===== src/rtl/dcache_pkg.sv =====
// Shared types, constants and read-data formatting for the direct-mapped data cache.
package dcache_pkg;

    localparam int unsigned WORD_W      = 32;
    localparam int unsigned BYTE_W      = 8;
    localparam int unsigned OFFSET_BITS = 2;

    localparam logic ADDR_MODE_WORD = 1'b0;
    localparam logic ADDR_MODE_BYTE = 1'b1;

    typedef enum logic {
        IDLE = 1'b0,
        FILL = 1'b1
    } cache_state_t;

    // Outstanding read miss: original address, access mode and uncached flag
    typedef struct packed {
        logic [WORD_W-1:0] a;
        logic              mode;
        logic              uncached;
    } fill_req_t;

    // Format a word for the load path: whole word, or zero-extended byte[offset]
    function automatic logic [WORD_W-1:0] extract_rd(
        input logic [WORD_W-1:0]      word,
        input logic [OFFSET_BITS-1:0] offset,
        input logic                   mode
    );
        logic [BYTE_W-1:0] b;
        b = word[int'(offset)*BYTE_W +: BYTE_W];
        if (mode == ADDR_MODE_BYTE) begin
            extract_rd = WORD_W'(b);
        end else begin
            extract_rd = word;
        end
    endfunction

endpackage


===== src/rtl/dcache_tag_array.sv =====
// Valid/tag/data storage for a direct-mapped cache of one-word lines.
module dcache_tag_array #(
    parameter int unsigned DATA_WIDTH = 32,
    parameter int unsigned BYTE_WIDTH = 8,
    parameter int unsigned SETS       = 64,
    localparam int unsigned INDEX_BITS = $clog2(SETS),
    localparam int unsigned TAG_BITS   = DATA_WIDTH - INDEX_BITS - 2,
    localparam int unsigned BYTES      = DATA_WIDTH / BYTE_WIDTH
) (
    input  logic                  clk,
    input  logic                  rst_n,
    // read port
    input  logic [INDEX_BITS-1:0] rd_index,
    output logic                  rd_valid,
    output logic [TAG_BITS-1:0]   rd_tag,
    output logic [DATA_WIDTH-1:0] rd_data,
    // line-fill port
    input  logic                  fill_en,
    input  logic [INDEX_BITS-1:0] fill_index,
    input  logic [TAG_BITS-1:0]   fill_tag,
    input  logic [DATA_WIDTH-1:0] fill_data,
    // byte-write port
    input  logic                  wr_en,
    input  logic [INDEX_BITS-1:0] wr_index,
    input  logic [BYTES-1:0]      wr_be,
    input  logic [DATA_WIDTH-1:0] wr_data,
    // line invalidate
    input  logic                  inv_en,
    input  logic [INDEX_BITS-1:0] inv_index
);

    logic [SETS-1:0]       valid_q;
    logic [TAG_BITS-1:0]   tag_mem  [SETS];
    logic [DATA_WIDTH-1:0] data_mem [SETS];

    // Valid bits: cleared asynchronously, set by fills, cleared by invalidates
    always_ff @(posedge clk or negedge rst_n) begin
        if (!rst_n) begin
            valid_q <= '0;
        end else begin
            if (fill_en) begin
                valid_q[fill_index] <= 1'b1;
            end
            if (inv_en) begin
                valid_q[inv_index] <= 1'b0;
            end
        end
    end

    // Tag and data storage; contents are don't-care until the valid bit is set
    always_ff @(posedge clk) begin
        if (fill_en) begin
            tag_mem[fill_index]  <= fill_tag;
            data_mem[fill_index] <= fill_data;
        end else if (wr_en) begin
            for (int b = 0; b < int'(BYTES); b++) begin
                if (wr_be[b]) begin
                    data_mem[wr_index][b*BYTE_WIDTH +: BYTE_WIDTH] <= wr_data[b*BYTE_WIDTH +: BYTE_WIDTH];
                end
            end
        end
    end

    assign rd_valid = valid_q[rd_index];
    assign rd_tag   = tag_mem[rd_index];
    assign rd_data  = data_mem[rd_index];

endmodule


===== src/rtl/dcache_dm.sv =====
// Direct-mapped, write-through, no-write-allocate data cache with hit/miss counters.
module dcache_dm
    import dcache_pkg::*;
#(
    parameter int unsigned DATA_WIDTH = 32,
    parameter int unsigned BYTE_WIDTH = 8,
    parameter int unsigned SETS       = 64,
    localparam int unsigned INDEX_BITS = $clog2(SETS)
) (
    input  logic                  clk,
    input  logic                  rst_n,
    input  logic [DATA_WIDTH-1:0] cpu_a,
    input  logic [DATA_WIDTH-1:0] cpu_wd,
    input  logic                  cpu_addr_mode,
    input  logic                  cpu_we,
    input  logic                  cpu_re,
    output logic [DATA_WIDTH-1:0] cpu_rd,
    output logic                  stall,
    output logic [DATA_WIDTH-1:0] mem_a,
    output logic [DATA_WIDTH-1:0] mem_wd,
    output logic                  mem_addr_mode,
    output logic                  mem_we,
    input  logic [DATA_WIDTH-1:0] mem_rd,
    output logic [31:0]           hit_count,
    output logic [31:0]           miss_count
);

    localparam int unsigned TAG_BITS = DATA_WIDTH - INDEX_BITS - 2;
    localparam int unsigned BYTES    = DATA_WIDTH / BYTE_WIDTH;

    cache_state_t state_q, state_d;
    fill_req_t    req_q, req_d;

    logic [INDEX_BITS-1:0] cpu_index;
    logic [TAG_BITS-1:0]   cpu_tag;
    logic [1:0]            cpu_offset;
    logic                  uncached_c;
    logic                  line_hit_c;

    logic                  rd_valid;
    logic [TAG_BITS-1:0]   rd_tag;
    logic [DATA_WIDTH-1:0] rd_data;

    logic                  fill_en;
    logic                  wr_en;
    logic [BYTES-1:0]      wr_be;
    logic [DATA_WIDTH-1:0] wr_data;
    logic                  inv_en;
    logic                  hit_inc;
    logic                  miss_inc;

    // Address split and hit detection for the access presented this cycle
    assign cpu_index  = cpu_a[INDEX_BITS+1:2];
    assign cpu_tag    = cpu_a[DATA_WIDTH-1:INDEX_BITS+2];
    assign cpu_offset = cpu_a[1:0];
    assign uncached_c = (cpu_addr_mode == ADDR_MODE_WORD) && (cpu_offset != 2'b00);
    assign line_hit_c = rd_valid && (rd_tag == cpu_tag);

    dcache_tag_array #(
        .DATA_WIDTH (DATA_WIDTH),
        .BYTE_WIDTH (BYTE_WIDTH),
        .SETS       (SETS)
    ) u_tag_array (
        .clk        (clk),
        .rst_n      (rst_n),
        .rd_index   (cpu_index),
        .rd_valid   (rd_valid),
        .rd_tag     (rd_tag),
        .rd_data    (rd_data),
        .fill_en    (fill_en),
        .fill_index (req_q.a[INDEX_BITS+1:2]),
        .fill_tag   (req_q.a[DATA_WIDTH-1:INDEX_BITS+2]),
        .fill_data  (mem_rd),
        .wr_en      (wr_en),
        .wr_index   (cpu_index),
        .wr_be      (wr_be),
        .wr_data    (wr_data),
        .inv_en     (inv_en),
        .inv_index  (cpu_index)
    );

    // State, pending-miss and counter registers
    always_ff @(posedge clk or negedge rst_n) begin
        if (!rst_n) begin
            state_q    <= IDLE;
            req_q      <= '0;
            hit_count  <= '0;
            miss_count <= '0;
        end else begin
            state_q <= state_d;
            req_q   <= req_d;
            if (hit_inc && (hit_count != 32'hFFFF_FFFF)) begin
                hit_count <= hit_count + 32'd1;
            end
            if (miss_inc && (miss_count != 32'hFFFF_FFFF)) begin
                miss_count <= miss_count + 32'd1;
            end
        end
    end

    // Next state, memory-side mapping, load data and array updates
    always_comb begin
        state_d       = state_q;
        req_d         = req_q;
        cpu_rd        = '0;
        stall         = 1'b0;
        mem_a         = cpu_a;
        mem_wd        = cpu_wd;
        mem_addr_mode = cpu_addr_mode;
        mem_we        = 1'b0;
        fill_en       = 1'b0;
        wr_en         = 1'b0;
        wr_be         = '0;
        wr_data       = cpu_wd;
        inv_en        = 1'b0;
        hit_inc       = 1'b0;
        miss_inc      = 1'b0;

        case (state_q)
            IDLE: begin
                mem_we = cpu_we;
                if (cpu_we) begin
                    // write-through store; only a resident line is touched
                    if (line_hit_c) begin
                        if (cpu_addr_mode == ADDR_MODE_BYTE) begin
                            wr_en   = 1'b1;
                            wr_be   = BYTES'(1) << cpu_offset;
                            wr_data = {BYTES{cpu_wd[BYTE_WIDTH-1:0]}};
                        end else if (uncached_c) begin
                            inv_en = 1'b1;
                        end else begin
                            wr_en = 1'b1;
                            wr_be = '1;
                        end
                    end
                end else if (cpu_re) begin
                    if (line_hit_c && !uncached_c) begin
                        cpu_rd  = extract_rd(rd_data, cpu_offset, cpu_addr_mode);
                        hit_inc = 1'b1;
                    end else begin
                        stall    = 1'b1;
                        miss_inc = 1'b1;
                        state_d  = FILL;
                        req_d    = '{a: cpu_a, mode: cpu_addr_mode, uncached: uncached_c};
                    end
                end
            end
            FILL: begin
                mem_addr_mode = ADDR_MODE_WORD;
                state_d       = IDLE;
                if (req_q.uncached) begin
                    mem_a  = req_q.a;
                    cpu_rd = mem_rd;
                end else begin
                    mem_a   = {req_q.a[DATA_WIDTH-1:2], 2'b00};
                    cpu_rd  = extract_rd(mem_rd, req_q.a[1:0], req_q.mode);
                    fill_en = 1'b1;
                end
            end
            default: begin
                state_d = IDLE;
            end
        endcase

        // While reset is asserted the CPU is never stalled and memory is never written
        if (!rst_n) begin
            stall    = 1'b0;
            mem_we   = 1'b0;
            wr_en    = 1'b0;
            hit_inc  = 1'b0;
            miss_inc = 1'b0;
        end
    end

endmodule


===== config.mk =====
export PLATFORM = sky130hd
export DESIGN_NAME = dcache_dm
export DESIGN_NICKNAME = d
export VERILOG_FILES = /design/src/rtl/dcache_pkg.sv /design/src/rtl/dcache_tag_array.sv /design/src/rtl/dcache_dm.sv
export SDC_FILE = /design/constraint.sdc
export NUM_CORES = 2
export LEC_CHECK = 0
export ABC_CLOCK_PERIOD_IN_PS = 7400
export CELL_PAD_IN_SITES_DETAIL_PLACEMENT = 1
export CELL_PAD_IN_SITES_GLOBAL_PLACEMENT = 2
export CORE_MARGIN = 2
export CORE_UTILIZATION = 50
export DETAILED_ROUTE_END_ITERATION = 10
export GPL_TIMING_DRIVEN = 0
export PLACE_DENSITY = 0.88
export SLEW_MARGIN = 0
export SYNTH_ARGS = -nofsm -noshare
export SYNTH_HDL_FRONTEND = slang
export SYNTH_HIERARCHICAL = 1
export SYNTH_SLANG_ARGS = --single-unit

===== constraint.sdc =====
create_clock -name clk -period 7.4 [get_ports clk]
set_clock_uncertainty 0.15 [all_clocks]
set_input_delay 1.48 -clock clk [delete_from_list [all_inputs] [get_ports clk]]
set_output_delay 1.48 -clock clk [all_outputs]
set_load 0.01 [all_outputs]

======== Word level (Yosys, flattened, before mapping) ========
Memory sizes are Yosys's and may differ from the RTL's.
Cells that the tools add are included.
word-level totals
  input port bits ......................... 101
  memories kept ........................... 2
  output and inout port bits .............. 163
  word-level logic and storage cells ...... 113
  register bits ........................... 163
  memory bits (writable) .................. 3584
memory list
  memory                words  width  rd ports  clocked after Yosys merged registers in  write ports  line                    text
  u_tag_array.data_mem  64     32     1         0                                        1            dcache_tag_array.sv:34  logic [DATA_WIDTH-1:0] data_mem [SETS];
  u_tag_array.tag_mem   64     24     1         0                                        1            dcache_tag_array.sv:33  logic [TAG_BITS-1:0] tag_mem [SETS];
cells by class
  multiplexer cells ....................... 74
  reductions and logical operators ........ 11
  equal/unequal tests ..................... 3
  magnitude comparators ................... 4
  $add $sub $neg .......................... 2
  shift-type cells ........................ 3
  bitwise gates (word level) .............. 7
operator list
  cell                                                 number
  2-to-1 mux 32 bit                                    12
  2-to-1 mux 64 bit                                    2
  adder 32 x 1 -> 32 bit, second input constant        2
  AND 64 bit                                           1
  inequality test 32 bit, second input constant        2
  inverter 64 bit                                      1
  bitwise OR 64 bit                                    1
  case mux 32 bit (2 select lines)                     1
  variable part select 32 x 6 -> 8 bit                 2
  2-to-1 mux 1 bit                                     47
  OR reduction 32 bit                                  1
  equality test 24 bit                                 1
  2-to-1 mux 4 bit                                     6
  < comparator 6 x 7 -> 1 bit, second input constant   2
  demux 1 bit (select 6 bit)                           2
  >= comparator 6 x 1 -> 1 bit, second input constant  2
  logical AND 1 bit                                    7
  binary-select mux 1 bit (select 6 bit)               1
  2-to-1 mux 6 bit                                     1
  inverter 1 bit                                       4
  AND reduction 4 bit                                  1
  << shifter 1 x 2 -> 4 bit, first input constant      1
  2-to-1 mux 2 bit                                     1
  case mux 1 bit (2 select lines)                      1
  other kinds (2)                                      2

======== Longest topological paths before layout ========
  depth in word-level cells ............... 13
  gate-level depth with buffers ........... 24
  depth with buffers taken out ............ 16

======== Cells and area by module ========
Netlist, hierarchy kept.
modules (own cells, without submodules)
  module            instances  seq. area each (sq um)  area each (sq um)  cells each
  dcache_tag_array  1          109224.8                141851.0           6492
  dcache_dm         1          2477.4                  6801.5             697

======== Worst setup path after synthesis ========
OpenSTA, ideal clock, no wires.
  path kind ............................... input to output
  from .................................... input port cpu_a[2]
  to ...................................... output port cpu_rd[11]
  cell stages on the path ................. 16
  path buffers ............................ 6
  required time ........................... 5.770 ns
  path slack .............................. 0.823 ns
  arrival time ............................ 4.947 ns
  cells stage by stage .................... buf_4 -> buf_6 -> buf_4 -> buf_2 -> mux4_2 -> mux2_2 -> o211ai_1 -> a21oi_1 -> xor2_1 -> nor4_1 -> nand3_1 -> nor4_1 -> and3b_1 -> clkbuf_1 -> buf_2 -> a22o_1
between the ends
  word-level cells in the longest chain between the ends .. 8
  elaborated cells between the ends (all ways) .. 12
  those cells by class .................... eq/ne: 1; mux: 7; reduce/logical: 2; memory: 2
ends and longest elaborated chain
  element                           line              text
  from (decl)                       dcache_dm.sv:12   input logic [DATA_WIDTH-1:0] cpu_a,
  memory read (64 x 24 bit)         --
  named net rd_tag[0]               dcache_dm.sv:41   logic [TAG_BITS-1:0] rd_tag;
  equality test 24 bit              dcache_dm.sv:57   assign line_hit_c = rd_valid && (rd_tag == cpu_tag);
  logical AND 1 bit                 dcache_dm.sv:57
  logical AND 1 bit                 dcache_dm.sv:137  if (line_hit_c && !uncached_c) begin
  2-to-1 mux 32 bit                 dcache_dm.sv:137
  2-to-1 mux 32 bit                 dcache_dm.sv:136  end else if (cpu_re) begin
  2-to-1 mux 32 bit                 dcache_dm.sv:122  if (cpu_we) begin
  case mux 32 bit (2 select lines)  dcache_dm.sv:119  case (state_q)
  to (decl)                         dcache_dm.sv:17   output logic [DATA_WIDTH-1:0] cpu_rd,
The timed path passes the listed nets, and every way through them passes these cells. The select of a mux whose other input is x is not followed.

======== Worst setup path in the final report ========
  from .................................... input port cpu_a[5]
  to ...................................... output port cpu_rd[1]
The elaborated chain is that of the path after synthesis.

==> run metrics <==
die footprint just over 0.3 sq mm; Comb pwr share under 10%; status complete, but fails checks; failing checks capacitance limit, slew limit, setup timing; top cells by count, synth 3,584 x edfxtp_1, 885 x mux4_2, 424 x nor2_1; WS Path Type in -> out; worst-case clock buffer depth 4; final hold vios 0; pre-CTS setup slack -6380 ps; Worst setup EP type output pin; routed metal-1 wirelength about 180,000 um; Slew Limit Fails 19; leakage power 0.0582 uW; row count 200; Post-DP Area roughly 0.16 sq mm; Syn Area/Cell 20.7 sq um; Pwr per Cell Area approximately 270 mW/mm^2; Internal ~36,000 uW; number of global-route vias before repair roughly 90,000; Final period util 112%; grt ovf 0; Clk pwr share between 40% and 50%; Maximum Capacitance Violations 2; Max FO, Critical Path 14; most common flop cell mapped by yosys edfxtp_1; Syn Inst Count a little over 7,000; htree depth 5; largest net degree at the start of global routing 98; clk_lat worst skew about 1000 ps; Post-Syn Nets ~7,300; Synth async-reset ratio under 10%; placed instance count roughly 11,000; Hold Crit Start hit_count[29]; CP Data Required Time a little under 6000 ps; startpoint types primary input; Layout area overhead 20.1%; largest area contributor in the netlist edfxtp_1; count of cell types in the netlist 65; Met3 Wirelength approximately 100,000 um; Post-DP HPWL 387,000 um; Post-CTS Hold Buffers 0; PortBufs 260; CTS root buf clkbuf_16; area of the core ~0.30 sq mm; starting DRC count in detailed routing roughly 17,000; RSZ-0062 raised after global routing true; non-filler instance count after layout between 10,000 and 15,000; drt pass-1 iters 10; fraction of layout cells with a size suffix above 1 33.8%; final setup fails 4,140; Synth area leaders edfxtp_1 72%, mux4_2 13%, dfrtp_1 2.7%; Min Clock Period, post-route approximately 8300 ps; Vias 90,819; most numerous cell in the Yosys netlist edfxtp_1; Reg clk slew, reported paths ~50 ps; Ys Warns 6; Worst Setup SP cpu_a[5]; initial core utilization about half; CTS buffer count around 380; Worst VDD drop roughly 180 uV; die height roughly 550 um; sw frac between 20 and 30%; Horiz. Die Dim around 550 um; Max Freq 120 MHz; initial antenna violation count 60; Post-synth EDFFs 3,584; register area share after synthesis 75.1%; CTS tree done; global-route wire length before repair about 790,000 um; Post-Route WL ~600,000 um; setup slack after layout -900 ps; Final nets around 8,300; total track usage between 30% and 40%; DRC 0; FF-to-FF Start u_tag_array/tag_mem[54][13]; clk sinks ~3,700; Hold WS around 340 ps; post-route cell area ~0.18 sq mm; Sw Pwr 12,100 uW; Least-Margin Pin Slew ~1600 ps; gp weighted congestion around 1; Reg power frac about half; routed wl met2 257,000 um; WP data arrival 6670 ps; Vias/cell ~7.3; Mapped Area 0.149 sq mm; fin util between 60% and 70%; ANT nets after route 0; Slew HR -9.85%; top cell type's share of synthesized area around 72%; wire length per cell just under 50 um; DR top layer met5; Synth Register Bits roughly 3,700; Hold Path Class reg -> reg; I/O Pins 264
-- layout by cell type (no fill, tap or decap), types with 30 or more instances in the layout --
master	instances
a21oi_1	108
a22oi_1	154
buf_12	137
buf_16	53
buf_2	53
buf_4	269
buf_6	86
bufinv_16	37
clkbuf_1	114
clkbuf_16	382
clkbuf_2	44
clkbuf_4	57
clkdlybuf4s50_1	220
clkinv_1	76
clkinv_2	83
dfrtp_1	139
diode_2	47
edfxtp_1	3584
mux2_2	159
mux2_8	30
mux2i_1	389
mux4_2	885
nand2_1	134
nand3_1	48
nand4_1	31
nor2_1	124
nor2_2	31
nor2_4	269
o211ai_1	58
o22a_1	31
xor2_1	55
-- power by group through the flow --
stage | Combinational, uW | Sequential [uW] | Clock [uW]
after floorplan | 1600 | 24500 | 0
after global placement | 3110 | 24800 | 0
after detailed placement | 3670 | 24500 | 0
after CTS | 4050 | 24100 | 19400
after global routing | 4340 | 24100 | 20100
final | 4410 | 24100 | 19500
-- logic make-up after synthesis --
logic type | Yosys count | share of synthesized area, %
compound gates | 555 | 2.61
xor+xnor | 84 | 0.500
fa+ha+maj | 2 | 0.0168
buf+inv | 457 | 1.50
flops | 3747 | 75.1
mux | 1483 | 17.6
simple gates | 861 | 2.64
-- layout make-up --
| class | instances | area (sq um) |
|---|---|---|
| fill | 24712 | 118000 |
| sequential | 3747 | 112000 |
| multi-input combinational | 2985 | 38300 |
| clock buffer | 449 | 9790 |
| timing repair buffer | 585 | 7230 |
| tap | 3939 | 4930 |
| buffer | 438 | 4010 |
| clock inverter | 245 | 2470 |
| antenna | 47 | 118 |
| inverter | 14 | 52.6 |
-- path summary, 6_finish.rpt --
path | slack [ps] | cells past startpoint | endpoint
min in group asynchronous | 360 | 1 | miss_count[5]
min | 340 | 1 | hit_count[29]
max reg2reg | 540 | 19 | u_tag_array/data_mem[60][8]
max | -900 | 16 | cpu_rd[1]
min reg2reg | 340 | 1 | hit_count[29]
max in group asynchronous | 5670 | 2 | u_tag_array/valid_q[5]
-- worst max-delay path, stage by stage --
cell      delay [ps]
buf_4            240
buf_4            290
clkbuf_2         380
clkbuf_4         490
clkbuf_2         750
o21ai_0          460
o311a_4          290
xor2_1           200
nor3_2           270
nand3_2          160
buf_6            160
nor3_4           600
nand2_4          150
buf_6            180
o21ai_4          360
buf_6            160
-- state kept, by name (all words and copies together) (netlist names) --
signal	flops
u_tag_array/tag_mem	1536
u_tag_array/data_mem	2048
u_tag_array/valid_q	64
state_q	1
req_q	34
miss_count	32
hit_count	32
-- stage by stage --
step,power (uW),TNS (ps)
floorplan,26100,0
global placement,27900,-
detailed placement,28200,-
CTS,47500,-18650
global route,48600,-295980
finish,48000,-1043520
-- timing repair --
action / CTS / global route
setup buffers: 175 / 56
gates resized for setup: 1426 / 207
pin swaps: 126 / 39
hold endpoints to repair: 0 / 0
gates cloned: 3 / 0
endpoints found under the setup margin: 4292 / 4139
-- per-layer routing --
metal,up-vias,GRT usage [%]
met2,9541,56.4
met3,2505,18.0
li1,31757,-
met1,46982,45.7
met5,-,1.95
met4,34,30.9
No activity file was read; power rests on OpenSTA's default activity.
